[src/rtl/frame_sequencer_if.sv]
// Memory-arbiter bus between the frame sequencer (master) and the arbiter (slave).
interface frame_sequencer_if #(
   parameter int unsigned DATA_W   = 32,
   parameter int unsigned RC_W     = 7,
   parameter int unsigned WB_WORDS = 3,
   parameter int unsigned WI_W     = (WB_WORDS > 1) ? $clog2(WB_WORDS) : 1
);
   logic              mem_req;
   logic              mem_gnt;
   logic              mem_rd_wr;
   logic              tem_win;
   logic [RC_W-1:0]   mem_row;
   logic [RC_W-1:0]   mem_col;
   logic [DATA_W-1:0] write_data;
   logic [WI_W-1:0]   wr_index;

   modport master (
      output mem_req, mem_rd_wr, tem_win, mem_row, mem_col, write_data, wr_index,
      input  mem_gnt
   );

   modport slave (
      input  mem_req, mem_rd_wr, tem_win, mem_row, mem_col, write_data, wr_index,
      output mem_gnt
   );
endinterface

[src/rtl/frame_sequencer.sv]
// Frame-level sequencer: template fetch, window fetch and granted result write-back
// for NUM_SETS sets, with template-reuse mode and synchronous abort.
module frame_sequencer #(
   parameter int unsigned NUM_SETS = 150,
   parameter int unsigned WB_WORDS = 3,
   parameter int unsigned DATA_W   = 32,
   parameter int unsigned RC_W     = 7,
   parameter int unsigned SET_W    = (NUM_SETS > 1) ? $clog2(NUM_SETS) : 1,
   parameter int unsigned WI_W     = (WB_WORDS > 1) ? $clog2(WB_WORDS) : 1
) (
   input  logic                       clk,
   input  logic                       rst,
   input  logic                       start,
   input  logic                       abort,
   input  logic                       reuse_tmpl,
   input  logic [RC_W-1:0]            tmpl_row,
   input  logic [RC_W-1:0]            tmpl_col,
   input  logic [RC_W-1:0]            win_row,
   input  logic [RC_W-1:0]            win_col,
   input  logic                       tmpl_done,
   input  logic                       win_done,
   input  logic [WB_WORDS*DATA_W-1:0] result_data,
   output logic                       tmpl_en,
   output logic                       win_en,
   output logic [SET_W-1:0]           set,
   output logic                       set_done,
   output logic                       busy,
   frame_sequencer_if.master          mem
);

   localparam logic [2:0] S_IDLE = 3'd0;
   localparam logic [2:0] S_TEMP = 3'd1;
   localparam logic [2:0] S_WIND = 3'd2;
   localparam logic [2:0] S_WRIT = 3'd3;
   localparam logic [2:0] S_NEXT = 3'd4;
   localparam logic [2:0] S_DONE = 3'd5;

   localparam logic [SET_W-1:0] LAST_SET  = SET_W'(NUM_SETS - 1);
   localparam logic [WI_W-1:0]  LAST_WORD = WI_W'(WB_WORDS - 1);

   logic [2:0]                        state_q, state_d;
   logic [SET_W-1:0]                  set_q, set_d;
   logic [WI_W-1:0]                   wr_idx_q, wr_idx_d;
   logic [WB_WORDS-1:0][DATA_W-1:0]   wb_buf_q, wb_buf_d;
   logic                              reuse_q, reuse_d;

   logic              tmpl_en_d, win_en_d, mem_req_d, mem_rd_wr_d, tem_win_d;
   logic              set_done_d, busy_d;
   logic [RC_W-1:0]   mem_row_d, mem_col_d;
   logic [DATA_W-1:0] write_data_d;

   // Next-state, counter and registered-output decode
   always_comb begin
      state_d  = state_q;
      set_d    = set_q;
      wr_idx_d = wr_idx_q;
      wb_buf_d = wb_buf_q;
      reuse_d  = reuse_q;

      case (state_q)
         S_IDLE: begin
            if (start) begin
               state_d  = S_TEMP;
               reuse_d  = reuse_tmpl;
               set_d    = '0;
               wr_idx_d = '0;
            end
         end
         S_TEMP: begin
            if (tmpl_done) state_d = S_WIND;
         end
         S_WIND: begin
            if (win_done) begin
               wb_buf_d = result_data;
               wr_idx_d = '0;
               state_d  = S_WRIT;
            end
         end
         S_WRIT: begin
            if (mem.mem_gnt) begin
               if (wr_idx_q == LAST_WORD) begin
                  wr_idx_d = '0;
                  state_d  = S_NEXT;
               end else begin
                  wr_idx_d = wr_idx_q + WI_W'(1);
               end
            end
         end
         S_NEXT: begin
            if (set_q == LAST_SET) begin
               state_d = S_DONE;
            end else begin
               set_d   = set_q + SET_W'(1);
               state_d = reuse_q ? S_WIND : S_TEMP;
            end
         end
         S_DONE: begin
            set_d   = '0;
            state_d = S_IDLE;
         end
         default: state_d = S_IDLE;
      endcase

      // Abort wins over any handshake seen in the same cycle
      if (abort && (state_q inside {S_TEMP, S_WIND, S_WRIT, S_NEXT})) begin
         state_d  = S_IDLE;
         set_d    = '0;
         wr_idx_d = '0;
         wb_buf_d = wb_buf_q;
         reuse_d  = reuse_q;
      end

      tmpl_en_d    = (state_d == S_TEMP);
      win_en_d     = (state_d == S_WIND);
      mem_rd_wr_d  = (state_d == S_WRIT);
      mem_req_d    = tmpl_en_d | win_en_d | mem_rd_wr_d;
      tem_win_d    = win_en_d;
      set_done_d   = (state_d == S_DONE);
      busy_d       = (state_d != S_IDLE);
      mem_row_d    = tmpl_en_d ? tmpl_row : (win_en_d ? win_row : '0);
      mem_col_d    = tmpl_en_d ? tmpl_col : (win_en_d ? win_col : '0);
      write_data_d = mem_rd_wr_d ? wb_buf_d[wr_idx_d] : '0;
   end

   // State, counters, buffer and output registers
   always_ff @(posedge clk or posedge rst) begin
      if (rst) begin
         state_q        <= S_IDLE;
         set_q          <= '0;
         wr_idx_q       <= '0;
         wb_buf_q       <= '0;
         reuse_q        <= 1'b0;
         tmpl_en        <= 1'b0;
         win_en         <= 1'b0;
         set_done       <= 1'b0;
         busy           <= 1'b0;
         mem.mem_req    <= 1'b0;
         mem.mem_rd_wr  <= 1'b0;
         mem.tem_win    <= 1'b0;
         mem.mem_row    <= '0;
         mem.mem_col    <= '0;
         mem.write_data <= '0;
      end else begin
         state_q        <= state_d;
         set_q          <= set_d;
         wr_idx_q       <= wr_idx_d;
         wb_buf_q       <= wb_buf_d;
         reuse_q        <= reuse_d;
         tmpl_en        <= tmpl_en_d;
         win_en         <= win_en_d;
         set_done       <= set_done_d;
         busy           <= busy_d;
         mem.mem_req    <= mem_req_d;
         mem.mem_rd_wr  <= mem_rd_wr_d;
         mem.tem_win    <= tem_win_d;
         mem.mem_row    <= mem_row_d;
         mem.mem_col    <= mem_col_d;
         mem.write_data <= write_data_d;
      end
   end

   // Counters are registers; expose them directly
   assign set          = set_q;
   assign mem.wr_index = wr_idx_q;

endmodule

[src/flat_wrapper.sv]
// flat-port wrapper written by rule: the top's interface ports become plain ports
module frame_sequencer_flat 
#(
   parameter int unsigned NUM_SETS = 150,
   parameter int unsigned WB_WORDS = 3,
   parameter int unsigned DATA_W   = 32,
   parameter int unsigned RC_W     = 7,
   parameter int unsigned SET_W    = (NUM_SETS > 1) ? $clog2(NUM_SETS) : 1,
   parameter int unsigned WI_W     = (WB_WORDS > 1) ? $clog2(WB_WORDS) : 1
)
  (clk, rst, start, abort, reuse_tmpl, tmpl_row, tmpl_col, win_row, win_col, tmpl_done, win_done, result_data, tmpl_en, win_en, set, set_done, busy, mem_mem_req, mem_mem_rd_wr, mem_tem_win, mem_mem_row, mem_mem_col, mem_write_data, mem_wr_index, mem_mem_gnt);
  frame_sequencer_if #(.DATA_W(DATA_W), .RC_W(RC_W), .WB_WORDS(WB_WORDS), .WI_W(WI_W)) mem_i ();
  input  logic clk;
  input  logic rst;
  input  logic start;
  input  logic abort;
  input  logic reuse_tmpl;
  input  logic [RC_W-1:0] tmpl_row;
  input  logic [RC_W-1:0] tmpl_col;
  input  logic [RC_W-1:0] win_row;
  input  logic [RC_W-1:0] win_col;
  input  logic tmpl_done;
  input  logic win_done;
  input  logic [WB_WORDS*DATA_W-1:0] result_data;
  output logic tmpl_en;
  output logic win_en;
  output logic [SET_W-1:0] set;
  output logic set_done;
  output logic busy;
  output wire logic [$bits(mem_i.mem_req)-1:0] mem_mem_req;
  output wire logic [$bits(mem_i.mem_rd_wr)-1:0] mem_mem_rd_wr;
  output wire logic [$bits(mem_i.tem_win)-1:0] mem_tem_win;
  output wire logic [$bits(mem_i.mem_row)-1:0] mem_mem_row;
  output wire logic [$bits(mem_i.mem_col)-1:0] mem_mem_col;
  output wire logic [$bits(mem_i.write_data)-1:0] mem_write_data;
  output wire logic [$bits(mem_i.wr_index)-1:0] mem_wr_index;
  input wire logic [$bits(mem_i.mem_gnt)-1:0] mem_mem_gnt;
  assign mem_mem_req = mem_i.mem_req;
  assign mem_mem_rd_wr = mem_i.mem_rd_wr;
  assign mem_tem_win = mem_i.tem_win;
  assign mem_mem_row = mem_i.mem_row;
  assign mem_mem_col = mem_i.mem_col;
  assign mem_write_data = mem_i.write_data;
  assign mem_wr_index = mem_i.wr_index;
  assign mem_i.mem_gnt = mem_mem_gnt;
  frame_sequencer #(.NUM_SETS(NUM_SETS), .WB_WORDS(WB_WORDS), .DATA_W(DATA_W), .RC_W(RC_W), .SET_W(SET_W), .WI_W(WI_W)) u_core (.clk(clk), .rst(rst), .start(start), .abort(abort), .reuse_tmpl(reuse_tmpl), .tmpl_row(tmpl_row), .tmpl_col(tmpl_col), .win_row(win_row), .win_col(win_col), .tmpl_done(tmpl_done), .win_done(win_done), .result_data(result_data), .tmpl_en(tmpl_en), .win_en(win_en), .set(set), .set_done(set_done), .busy(busy), .mem(mem_i));
endmodule
[config.mk]
export PLATFORM = sky130hd
export DESIGN_NAME = frame_sequencer_flat
export DESIGN_NICKNAME = d
export VERILOG_FILES = /design/src/rtl/frame_sequencer_if.sv /design/src/rtl/frame_sequencer.sv /design/src/flat_wrapper.sv
export SDC_FILE = /design/constraint.sdc
export NUM_CORES = 1
export LEC_CHECK = 0
export BUFFER_PORTS_ARGS = -buffer_cell sky130_fd_sc_hd__buf_2
export CAP_MARGIN = 20
export CORE_MARGIN = 1
export CORE_UTILIZATION = 47
export CTS_CLUSTER_SIZE = 30
export DETAILED_ROUTE_END_ITERATION = 7
export PLACE_DENSITY = 0.86
export SETUP_SLACK_MARGIN = 0.05
export SLEW_MARGIN = 0
export SYNTH_ARGS = -nofsm -noshare
export SYNTH_HDL_FRONTEND = slang
export SYNTH_SLANG_ARGS = --single-unit
[constraint.sdc]
create_clock -name clk -period 4.74 [get_ports clk]
set_input_delay 0.711 -clock clk [delete_from_list [all_inputs] [get_ports clk]]
set_output_delay 0.711 -clock clk [all_outputs]
set_load 0.01 [all_outputs]
Yosys cells after proc, flatten, opt, wreduce, memory -nomap -nowiden
Cells that the tools add are included.
{"block": "totals", "elab_cells": 71, "output_inout_bits": 63, "reg_bits": 162, "inputBits": 132}
{"block": "op_classes", "addsub": 2, "n_reduce_logical": 7, "order_cmp": 1, "bitwise": 3, "muxes": 29, "n_eq_ne": 13}
{"operator": "two-way mux 96 bit", "n": 3}
{"operator": "binary-select mux 32 bit (select 2 bit)", "n": 1}
{"operator": "two-way mux 32 bit", "n": 2}
{"operator": "two-way mux 7 bit", "n": 4}
{"operator": "two-way mux 8 bit", "n": 3}
{"operator": "one-hot mux 8 bit (3 select lines)", "n": 1}
{"operator": "two-way mux 3 bit", "n": 7}
{"operator": "one-hot mux 3 bit (5 select lines)", "n": 1}
{"operator": "== test 3 x 2 -> 1 bit (second input constant)", "n": 4}
{"operator": "two-way mux 2 bit", "n": 6}
{"operator": "== test 3 bit (second input constant)", "n": 3}
{"operator": "adder 8 x 1 -> 8 bit (second input constant)", "n": 1}
{"operator": "== test 8 bit (second input constant)", "n": 1}
{"operator": "nonzero test 4 bit", "n": 2}
{"operator": "== test 3 x 1 -> 1 bit (second input constant)", "n": 2}
{"operator": "one-hot mux 2 bit (3 select lines)", "n": 1}
{"operator": "AND reduction 3 bit", "n": 2}
{"operator": "zero test 3 bit", "n": 1}
{"operator": "less-than comparator 2 x 3 -> 1 bit (second input constant)", "n": 1}
{"operator": "!= test 3 x 2 -> 1 bit (second input constant)", "n": 1}
{"operator": "!= test 3 bit (second input constant)", "n": 1}
{"operator": "nonzero test 3 bit", "n": 1}
{"operator": "adder 2 x 1 -> 2 bit (second input constant)", "n": 1}
{"operator": "== test 2 bit (second input constant)", "n": 1}
{"operator": "other kinds (3)", "n": 4}

Depth between registers and ports, before layout
Gate-level depths: netlist (run 1).
{"block": "logic_depth", "depth_word": 8, "depth_mapped": 11}

Worst setup path after synthesis (run 1)
OpenSTA, ideal clock, no wires.
{"block": "synth_timing", "path_type": "input to register", "start": "input win_done", "end": "register u_core.mem.write_data[11]", "slack_ps": 2654, "n_path_buf": 1, "path_stages": 6, "t_arrival_ps": 1950, "path_cell_list": "or3b_1 > a31oi_1 > o211ai_2 > buf_2 > mux2i_1 > o32ai_2"}
{"block": "synth_via", "elab_chain_len": 6, "elab_cells_between_ends": 13}
{"item": "from (decl)", "line_no": "flat_wrapper.sv:23", "rtl": "input logic win_done;"}
{"item": "two-way mux 2 bit / two-way mux 96 bit (equally long branches)", "line_no": "frame_sequencer.sv:73", "rtl": "if (win_done) begin"}
{"item": "one-hot mux 2 bit (3 select lines) / two-way mux 96 bit (equally long branches)", "line_no": "frame_sequencer.sv:60", "rtl": "case (state_q)"}
{"item": "two-way mux 2 bit / two-way mux 96 bit (equally long branches)", "line_no": "frame_sequencer.sv:105", "rtl": "if (abort && (state_q inside {S_TEMP, S_WIND, S_WRIT, S_NEXT})) begin"}
{"item": "binary-select mux 32 bit (select 2 bit)", "line_no": "frame_sequencer.sv:122", "rtl": "write_data_d = mem_rd_wr_d ? wb_buf_d[wr_idx_d] : '0;"}
{"item": "two-way mux 32 bit (not written as such)", "line_no": "frame_sequencer.sv:122"}
{"item": "two-way mux 32 bit *", "line_no": "frame_sequencer.sv:122"}
{"item": "via u_core.write_data_d[11]", "line_no": "frame_sequencer.sv:50", "rtl": "logic [DATA_W-1:0] write_data_d;"}
{"item": "to (signal assigned)", "line_no": "frame_sequencer.sv:158", "rtl": "mem.write_data <= write_data_d;"}
{"item": "to (decl)", "line_no": "frame_sequencer_if.sv:18", "rtl": "output mem_req, mem_rd_wr, tem_win, mem_row, mem_col, write_data, wr_index,"}
The timed path passes the listed nets; every way through them passes the cells marked *. The select of a mux whose other input is x is not followed.
A chain may end at the register's enable or synchronous reset.

Worst setup path after layout (run 1)
{"block": "layout_timing", "start": "register u_core.state_q[0]", "end": "register u_core.mem.write_data[6]"}
{"block": "layout_via", "elab_chain_len": 7, "elab_cells_between_ends": 22}
{"item": "from (decl)", "line_no": "frame_sequencer.sv:41", "rtl": "logic [2:0] state_q, state_d;"}
{"item": "from (signal assigned)", "line_no": "frame_sequencer.sv:144", "rtl": "state_q <= state_d;"}
{"item": "== test 3 x 1 -> 1 bit (tied with other cells)", "line_no": "frame_sequencer.sv:60, frame_sequencer.sv:105"}
{"item": "nonzero test 4 bit", "line_no": "frame_sequencer.sv:105"}
{"item": "logical AND 1 bit", "line_no": "frame_sequencer.sv:105"}
{"item": "two-way mux 96 bit / two-way mux 2 bit (equally long branches)", "line_no": "frame_sequencer.sv:105"}
{"item": "binary-select mux 32 bit (select 2 bit)", "line_no": "frame_sequencer.sv:122"}
{"item": "two-way mux 32 bit (not written as such)", "line_no": "frame_sequencer.sv:122"}
{"item": "two-way mux 32 bit *", "line_no": "frame_sequencer.sv:122"}
{"item": "via u_core.write_data_d[6]", "line_no": "frame_sequencer.sv:50"}
Marked as above.

==> results.sh, run 1 <==
export IMPL_power_leakage_uw=0.00472
export IMPL_critPathCaptureType="flop"
export IMPL_outcome="completed"
export IMPL_pin_count=195
export IMPL_first_global_vias=5232
export IMPL_r2r_start="u_core.state_q[0]$_DFF_PP0_"
export IMPL_min_period_over_period_pct=61.6
export IMPL_synth_seq_area_share_pct=57.5
export IMPL_viasPerCell=5.39
export IMPL_ir_worst_vdd_mv=0.370
export IMPL_holdWs_ns=0.346
export IMPL_die_area_sq_um=15500
export IMPL_syn_inst=508
export IMPL_clk_latency_ns=0.42
export IMPL_hold_viol=0
export IMPL_regArea_sq_um=4050
export IMPL_synthMuxAreaShare_pct=19.5
export IMPL_post_cts_buffers=0
export IMPL_reg2reg_depth=6
export IMPL_wl_um=16000
export IMPL_drive_gt1_share_pct=47.5
export IMPL_worst_pin_slew_ns=1.04
export IMPL_cp_arrival_ns=3.21
export IMPL_vias=4831
export IMPL_initial_core_util_pct=48.3
export IMPL_slew_limit_headroom_pct=30.1
export IMPL_critPathLaunchType="flop"
export IMPL_clockBufferDepth=2
export IMPL_cp_data_required_time_ns=5.03
export IMPL_grt_pass1_wl_um=26600
export IMPL_gp_congestion=0.850
export IMPL_yosys_area_share_simple_pct=4.49
export IMPL_antenna_found_initial=0
export IMPL_io_buffer_count=194
export IMPL_syn_to_final_growth_pct=25.1
export IMPL_slew_viol_final=0
export IMPL_cts_tree="yes"
export IMPL_die_w_um=124
export IMPL_crit_start="u_core.state_q[0]$_DFF_PP0_"
export IMPL_cts_root_buf="clkbuf_16"
export IMPL_dp_cells=863
export IMPL_dr_pass1_iters=4
export IMPL_ys_async_sr_fraction_pct=100
export IMPL_multi_input_area_sq_um=2670
export IMPL_final_cells=897
export IMPL_rsz0062_at_grt="no"
export IMPL_setup_violations=0
export IMPL_netlist_area_sq_um=7050
export IMPL_period_needed_ns=2.92
export IMPL_drv_cap=0
export IMPL_yosys_warnings=0
export IMPL_clk_pin_slew_ns=0.06
export IMPL_grt_overflow_total=0
export IMPL_finClkSkew_ns=0.00730
export IMPL_antenna_left=0
export IMPL_power_density_nw_per_um2=636
export IMPL_setup_tns_final_ns=0
export IMPL_min_path_type="in2async"
export IMPL_synth_top_flop_cell="dfrtp_1"
export IMPL_h_tree_depth=4
export IMPL_row_count=44
export IMPL_coreArea_sq_um=14600
export IMPL_timing_fmax_mhz=342
export IMPL_die_h_um=124
export IMPL_synth_cell_types=51
export IMPL_post_cts_resized=0
export IMPL_dp_hpwl_um=10800
export IMPL_synthAdderAreaFrac_pct=0.355
export IMPL_avgSynthCellArea_sq_um=13.9
export IMPL_cts_buffers=17
export IMPL_drtIter0Drc=254
export IMPL_synth_top_family_by_area="multiplexers"
export IMPL_path_class="reg2reg"
export IMPL_nNetsFinal=834
export IMPL_synth_compound_area_share_pct=13.1
export IMPL_grt_usage_pct=21.9
export IMPL_postCtsHoldBufs=0
export IMPL_fillCellCount=1140
export IMPL_cts_sinks=162
export IMPL_drcViolationCount=0
export IMPL_grt_start_max_net_pins=69
export IMPL_synth_edf_count=0
export IMPL_synth_nets=642
export IMPL_wl_per_cell_um=17.9
export IMPL_synth_seq_cells=162
export IMPL_synthXorXnorAreaFrac_pct=0.124
export IMPL_path_max_fanout=26
==> metrics by stage <==
step           worst slack, ns  power, uW  instance area [sq um]  utilization, %
4_1_cts                   1.58       5640                   8770            60.1
2_1_floorplan             1.97       3590                   7060               -
3_3_place_gp              1.52       4020                   8140            55.8
5_1_grt                   1.66       5940                   8820            60.4
3_5_place_dp              1.43       4150                   8140            55.8
6_report                  1.82       5610                   8820            60.5
==> final timing paths <==
kind | to | slack (ns)
max | u_core.mem.write_data[6]$_DFF_PP0_ | 1.82
min | u_core.mem.write_data[2]$_DFF_PP0_ | 0.35
max reg2reg | u_core.mem.write_data[6]$_DFF_PP0_ | 1.82
min reg2reg | u_core.wb_buf_q[61]$_DFF_PP0_ | 0.49
max in group asynchronous | u_core.set[0]$_DFFE_PP0P_ | 3.19
min in group clk | u_core.wb_buf_q[61]$_DFF_PP0_ | 0.49
==> cell type report <==
type	count	area share [%]
repair buffers	204	12.2
well taps	184	2.61
inverters	42	1.83
multi-input cells	273	30.2
clock buffers	23	5.42
clock inverters	8	1.67
flip-flops and latches	162	46.0
diodes	1	0.0284
==> placed cells by master (no fill, tap or decap), types with 2 or more instances in the layout <==
master	count
buf_2	194
dfrtp_1	162
mux2i_1	64
mux2_2	60
inv_1	38
o32ai_2	30
clkbuf_16	17
a22o_1	16
o21ai_0	13
nand2_1	12
nor2_1	10
buf_4	8
nand2b_1	5
mux2_1	5
a21oi_1	4
nand3_1	4
bufinv_16	4
inv_2	3
nor3_1	3
o211ai_1	3
o31ai_1	3
clkbuf_1	3
clkbuf_8	3
o21ai_1	2
a21oi_2	2
or3_1	2
a31oi_1	2
o32ai_1	2
nor2b_1	2
ha_1	2
clkinv_2	2
inv_6	2
==> flip-flops by register name (all words and copies together), names as in the netlist, 2 cells and up <==
signal and count:
u_core.mem.mem_col 7, u_core.mem.wr_index 2, u_core.set 8, u_core.mem.write_data 32, u_core.state_q 3, u_core.mem.mem_row 7
u_core.wb_buf_q 96
==> cells by family (layout without fill, tap and decap cells) <==
logic type / count (synthesis) / count (layout)
AOI/OAI and AO/OA: 88 / 88
buffers and inverters: 73 / 277
xor gates and xnor gates: 1 / 1
DFF: 162 / 162
muxes: 129 / 129
and+or+nand+nor: 53 / 53
adders and majority gates: 2 / 2
other: 0 / 1
==> routing by layer <==
layer	vias up	track usage [%]	routed length, um
li1	2205	-	-
met1	2443	28.4	6970
met3	21	5.37	837
met2	162	35.4	7930
met5	-	0	0
met4	0	8.93	301
==> where the power goes <==
group | leakage [uW] | internal [uW] | switching (uW)
clock network | 0.000308 | 923 | 536
registers | 0.00205 | 1980 | 212
logic | 0.00237 | 879 | 1080
==> synthesized netlist by cell type (2+ instances only) <==
library cell	number	area, sq um
buf_2	22	110
buf_4	4	30.0
nor3_1	3	15.0
mux2_2	60	676
a21oi_2	2	17.5
o21ai_0	13	65.1
mux2_1	5	56.3
o211ai_1	3	22.5
mux2i_1	64	641
or3b_1	2	17.5
nand2_1	13	48.8
o32ai_1	2	17.5
buf_6	5	56.3
o21ai_1	2	10.0
o31ai_1	3	22.5
inv_2	3	11.3
dfrtp_1	162	4050
ha_1	2	25.0
nor2_1	10	37.5
nand3_1	5	25.0
or3_1	2	12.5
o32ai_2	30	488
a21oi_1	4	20.0
a22o_1	16	140
a31oi_1	2	12.5
nor2b_1	2	12.5
inv_1	39	146
nand2b_1	5	31.3
==> critical path: stages, from the launching register on <==
cell and delay [ns]:
dfrtp_1 0.59, or3b_1 0.45, a31oi_1 0.32, o21ai_1 0.10, or3b_2 0.89, buf_4 0.33
o32ai_2 0.10
Power figures use the tool's default switching activity.
==> run 2, diff against run 1 <==
--- a/config.mk
+++ b/config.mk
@@ -8,10 +8,10 @@
 export BUFFER_PORTS_ARGS = -buffer_cell sky130_fd_sc_hd__buf_2
 export CAP_MARGIN = 20
 export CORE_MARGIN = 1
-export CORE_UTILIZATION = 47
+export CORE_UTILIZATION = 52
 export CTS_CLUSTER_SIZE = 30
 export DETAILED_ROUTE_END_ITERATION = 7
-export PLACE_DENSITY = 0.86
+export PLACE_DENSITY = 0.89
 export SETUP_SLACK_MARGIN = 0.05
 export SLEW_MARGIN = 0
 export SYNTH_ARGS = -nofsm -noshare
==> constraint.sdc (replaced) <==
create_clock -name clk -period 3 [get_ports clk]
set_input_delay 0.45 -clock clk [delete_from_list [all_inputs] [get_ports clk]]
set_output_delay 0.45 -clock clk [all_outputs]
set_load 0.01 [all_outputs]
==> results.sh, run 2 (same netlist as run 1, synthesis figures left out) <==
export IMPL_post_cts_resized=0
export IMPL_syn_to_final_growth_pct=25.1
export IMPL_die_h_um=118
export IMPL_pre_cts_ws_ns=0.393
export IMPL_grt_usage_pct=24.4
export IMPL_dp_hpwl_um=11300
export IMPL_clk_latency_ns=0.42
export IMPL_coreArea_sq_um=13200
export IMPL_path_class="reg2reg"
export IMPL_post_cts_buffers=0
export IMPL_hold_viol=0
export IMPL_timing_fmax_mhz=383
export IMPL_cts_root_buf="clkbuf_16"
export IMPL_critPathCaptureType="flop"
export IMPL_gp_congestion=0.845
export IMPL_nNetsFinal=838
export IMPL_power_leakage_uw=0.00472
export IMPL_period_needed_ns=2.61
export IMPL_h_tree_depth=4
export IMPL_min_period_over_period_pct=87.0
export IMPL_reg2reg_depth=6
export IMPL_io_buffer_count=194
export IMPL_largest_reg_flops=96
export IMPL_dr_wl_met3_um=1020
export IMPL_worst_pin_slew_ns=0.798
export IMPL_outcome="completed"
export IMPL_rsz0062_at_grt="no"
export IMPL_top_register="u_core.wb_buf_q"
export IMPL_antenna_found_initial=1
export IMPL_diodes=0
export IMPL_final_cell_mix="194 x buf_2, 162 x dfrtp_1, 64 x mux2i_1"
export IMPL_clockBufferDepth=2
export IMPL_setup_violations=0
export IMPL_slew_viol_final=0
export IMPL_cts_buffers=17
export IMPL_path_max_fanout=19
export IMPL_vias=4832
export IMPL_final_setup_worst_slack_ns=0.389
export IMPL_row_count=42
export IMPL_min_path_type="in2async"
export IMPL_wl_um=15900
export IMPL_r2r_slack_ns=0.39
export IMPL_cts_tree="yes"
export IMPL_critPathLaunchType="flop"
export IMPL_initial_core_util_pct=53.3
export IMPL_power_density_nw_per_um2=985
export IMPL_cp_data_required_time_ns=3.28
export IMPL_wl_per_cell_um=17.9
export IMPL_grt_pass1_wl_um=26100
export IMPL_fillCellCount=962
export IMPL_grt_overflow_total=0
export IMPL_dr_pass1_iters=4
export IMPL_cp_arrival_ns=2.89
export IMPL_dr_wl_met2_um=8070
export IMPL_grt_start_max_net_pins=72
export IMPL_met1_length_um=6450
export IMPL_setup_tns_final_ns=0
export IMPL_clk_pin_slew_ns=0.06
export IMPL_final_common_cell="buf_2"
export IMPL_ir_worst_vdd_mv=0.621
export IMPL_drcViolationCount=0
export IMPL_first_global_vias=5217
export IMPL_drv_cap=0
export IMPL_drtIter0Drc=261
export IMPL_antenna_left=0
export IMPL_topRoutingLayerUsed="met4"
export IMPL_drive_gt1_share_pct=47.8
export IMPL_postCtsHoldBufs=0
export IMPL_viasPerCell=5.42
export IMPL_r2r_start="u_core.state_q[0]$_DFF_PP0_"
export IMPL_finClkSkew_ns=0.00970
export IMPL_die_w_um=118
export IMPL_r2r_end="u_core.mem.write_data[3]$_DFF_PP0_"
export IMPL_pin_count=195
export IMPL_slew_limit_headroom_pct=46.5
export IMPL_cts_sinks=162
export IMPL_die_area_sq_um=14000
[run 2: cell types whose count changed in the layout (fill, tap and decap cells not counted)]
cell,change
buf_12,+5
buf_16,-1
bufinv_16,-2
clkbuf_1,-1
clkbuf_8,-1
clkinv_2,+1
clkinvlp_4,+3
diode_2,-1
inv_6,-1
[run 2: routing by layer]
metal / track usage [%] / up-vias
met2: 41.0 / 190
met1: 29.4 / 2405
li1: - / 2206
met4: 11.1 / 0
met3: 6.47 / 31
met5: 0 / -
[run 2: how the worst max path moves through the flow]
| stage | start | to | slack, ns | depth (start not counted) |
|---|---|---|---|---|
| 2_1_floorplan | rst | u_core.busy$_DFF_PP0_ | 0.49 | 1 |
| 3_3_place_gp | u_core.state_q[0]$_DFF_PP0_ | u_core.mem.write_data[10]$_DFF_PP0_ | 0.59 | 6 |
| 3_5_place_dp | u_core.state_q[0]$_DFF_PP0_ | u_core.mem.write_data[3]$_DFF_PP0_ | 0.39 | 6 |
| 4_1_cts | u_core.state_q[0]$_DFF_PP0_ | u_core.mem.write_data[3]$_DFF_PP0_ | 0.37 | 6 |
| 5_1_grt | u_core.state_q[0]$_DFF_PP0_ | u_core.mem.write_data[3]$_DFF_PP0_ | 0.17 | 6 |
| 6_report | u_core.state_q[0]$_DFF_PP0_ | u_core.mem.write_data[3]$_DFF_PP0_ | 0.39 | 6 |
[run 2: report_power, final]
group	switching (uW)	leakage (uW)	internal [uW]
clock network	831	0.000271	1260
logic	1730	0.00240	1400
registers	351	0.00205	3130
total	2910	0.00472	5780
[run 2: cell type report]
class | count | area (sq um) | area share [%]
Sequential cell | 162 | 4050 | 46.0
Multi-Input combinational cell | 273 | 2670 | 30.2
Timing Repair Buffer | 208 | 1150 | 13.0
Clock buffer | 21 | 460 | 5.22
Tap cell | 176 | 220 | 2.50
Inverter | 42 | 161 | 1.83
Clock inverter | 9 | 106 | 1.21
[run 2: worst max-delay path, cell delays in order (launching register included)]
cell	delay [ns]
dfrtp_1	0.70
or3b_1	0.21
a31oi_1	0.15
o211ai_4	0.70
buf_12	0.28
mux2i_1	0.30
o32ai_2	0.12
[run 2: metrics by stage]
stage / instance area (sq um) / hold slack [ns] / total power (uW) / utilization, % / cells
6_report: 8820 / 0.0395 / 8690 / 66.6 / 891
5_1_grt: 8820 / 0.0577 / 9190 / 66.6 / 891
4_1_cts: 8820 / 0.0307 / 8770 / 66.6 / 891
3_5_place_dp: 8250 / 0.480 / 6640 / 62.3 / 861
3_3_place_gp: 8250 / 0.462 / 6410 / 62.3 / 861
2_1_floorplan: 7060 / 0.451 / 5670 / - / 508
==> run 3, diff against run 2 <==
--- a/config.mk
+++ b/config.mk
@@ -8,10 +8,10 @@
 export BUFFER_PORTS_ARGS = -buffer_cell sky130_fd_sc_hd__buf_2
 export CAP_MARGIN = 20
 export CORE_MARGIN = 1
-export CORE_UTILIZATION = 52
+export CORE_UTILIZATION = 50
 export CTS_CLUSTER_SIZE = 30
 export DETAILED_ROUTE_END_ITERATION = 7
-export PLACE_DENSITY = 0.89
+export PLACE_DENSITY = 0.87
 export SETUP_SLACK_MARGIN = 0.05
 export SLEW_MARGIN = 0
 export SYNTH_ARGS = -nofsm -noshare
==> constraint.sdc (replaced) <==
create_clock -name clk -period 3.2 [get_ports clk]
set_input_delay 0.48 -clock clk [delete_from_list [all_inputs] [get_ports clk]]
set_output_delay 0.48 -clock clk [all_outputs]
set_load 0.01 [all_outputs]
==> results.sh, run 3 (same netlist as run 1, synthesis figures left out) <==
export IMPL_final_cells=894
export IMPL_wl_per_cell_um=17.2
export IMPL_r2r_start="u_core.state_q[0]$_DFF_PP0_"
export IMPL_dp_hpwl_um=10500
export IMPL_grt_pass1_wl_um=24900
export IMPL_setup_violations=0
export IMPL_syn_to_final_growth_pct=25.0
export IMPL_critPathCaptureType="flop"
export IMPL_gp_congestion=0.945
export IMPL_post_cts_buffers=0
export IMPL_dr_pass1_iters=4
export IMPL_cts_tree="yes"
export IMPL_viasPerCell=5.38
export IMPL_power_switching_uw=2700
export IMPL_drtIter0Drc=209
export IMPL_antenna_found_initial=2
export IMPL_largest_reg_flops=96
export IMPL_grt_usage_pct=22.5
export IMPL_row_count=43
export IMPL_pin_count=195
export IMPL_first_global_vias=5090
export IMPL_cts_sinks=162
export IMPL_antenna_left=0
export IMPL_clkPwrFrac_pct=24.8
export IMPL_swShare_pct=33.2
export IMPL_hold_viol=0
export IMPL_drcViolationCount=0
export IMPL_power_frac_comb_pct=35.5
export IMPL_cts_buffers=17
export IMPL_die_w_um=121
export IMPL_slew_viol_final=0
export IMPL_clockBufferDepth=2
export IMPL_nNetsFinal=833
export IMPL_worst_pin_slew_ns=0.758
export IMPL_drv_cap=0
export IMPL_power_density_nw_per_um2=922
export IMPL_finClkSkew_ns=0.00651
export IMPL_critPathLaunchType="flop"
export IMPL_r2r_slack_ns=0.69
export IMPL_rsz0062_at_grt="no"
export IMPL_path_class="reg2reg"
export IMPL_top_usage_layer="met2"
export IMPL_power_frac_seq_pct=39.8
export IMPL_dp_cells=860
export IMPL_grt_overflow_total=0
export IMPL_ir_worst_vdd_mv=0.502
export IMPL_dpl_cell_area_sq_um=8220
export IMPL_min_path_type="in2async"
export IMPL_outcome="completed"
export IMPL_initial_core_util_pct=51.0
export IMPL_timing_fmax_mhz=398
export IMPL_coreArea_sq_um=13800
export IMPL_path_max_fanout=32
export IMPL_post_cts_resized=0
export IMPL_vias=4810
export IMPL_wl_um=15400
export IMPL_reg2reg_depth=8
export IMPL_die_area_sq_um=14600
export IMPL_power_leakage_uw=0.00471
export IMPL_cts_root_buf="clkbuf_16"
export IMPL_slew_limit_headroom_pct=49.1
export IMPL_io_buffer_count=194
export IMPL_min_period_over_period_pct=78.6
export IMPL_die_h_um=121
export IMPL_period_needed_ns=2.51
export IMPL_clk_pin_slew_ns=0.07
export IMPL_r2r_end="u_core.mem.write_data[31]$_DFF_PP0_"
export IMPL_final_cell_mix="194 x buf_2, 162 x dfrtp_1, 64 x mux2i_1"
export IMPL_top_register="u_core.wb_buf_q"
export IMPL_postCtsHoldBufs=0
export IMPL_cp_arrival_ns=2.78
export IMPL_final_common_cell="buf_2"
export IMPL_met3_usage_pct=5.33
export IMPL_grt_start_max_net_pins=83
export IMPL_drive_gt1_share_pct=47.8
export IMPL_h_tree_depth=4
export IMPL_use_met1_pct=28.2
export IMPL_use_met2_pct=37.0
export IMPL_p_int_uw=5430
export IMPL_clk_latency_ns=0.42
export IMPL_holdWs_ns=0.161
export IMPL_cp_data_required_time_ns=3.46
export IMPL_fin_area_sq_um=8810
export IMPL_setup_tns_final_ns=0
-- run 3: final cells by class --
type / instances / area (sq um)
Fill cell: 1041 / 5010
Clock buffer: 20 / 457
Tap cell: 180 / 225
Sequential cell: 162 / 4050
Antenna cell: 2 / 5.00
Timing Repair Buffer: 203 / 1110
Clock inverter: 12 / 131
Inverter: 42 / 161
Multi-Input combinational cell: 273 / 2670
-- run 3: power by group through the flow --
stage / logic [uW] / registers, uW / clock network [uW]
2_1_floorplan: 2020 / 3300 / 0
3_3_place_gp: 2770 / 3220 / 0
3_5_place_dp: 2900 / 3270 / 0
4_1_cts: 2920 / 3240 / 2060
5_1_grt: 3150 / 3320 / 2150
6_report: 2880 / 3230 / 2010
-- run 3: per-stage QoR --
stage / power (uW) / setup WS, ns / util [%]
final: 8130 / 0.685 / 63.7
after global routing: 8620 / 0.488 / 63.7
after CTS: 8210 / 0.729 / 63.7
after detailed placement: 6170 / 0.751 / 59.5
after global placement: 5990 / 0.855 / 59.5
after floorplan: 5320 / 0.663 / -
-- run 3: per-layer routing --
layer,share of wire (%),vias to the layer above
li1,-,2206
met1,42,2373
met2,50,199
met3,6.2,32
met4,2.0,0
met5,0,-
-- run 3: critical path, stage by stage (launching register included) --
cell and delay [ns]:
dfrtp_1 0.71, nand2_1 0.18, o311ai_1 0.27, nand2_1 0.15, nand2b_1 0.15, inv_2 0.07, o211ai_1 0.10, buf_4 0.51
o32ai_1 0.20
-- run 3: worst max path at each step --
stage	start	end
after floorplan	rst	u_core.busy$_DFF_PP0_
after global placement	u_core.state_q[0]$_DFF_PP0_	u_core.mem.write_data[31]$_DFF_PP0_
after detailed placement	u_core.state_q[0]$_DFF_PP0_	u_core.mem.write_data[31]$_DFF_PP0_
after CTS	u_core.state_q[0]$_DFF_PP0_	u_core.mem.write_data[31]$_DFF_PP0_
after global routing	u_core.state_q[0]$_DFF_PP0_	u_core.mem.write_data[31]$_DFF_PP0_
final	u_core.state_q[0]$_DFF_PP0_	u_core.mem.write_data[31]$_DFF_PP0_
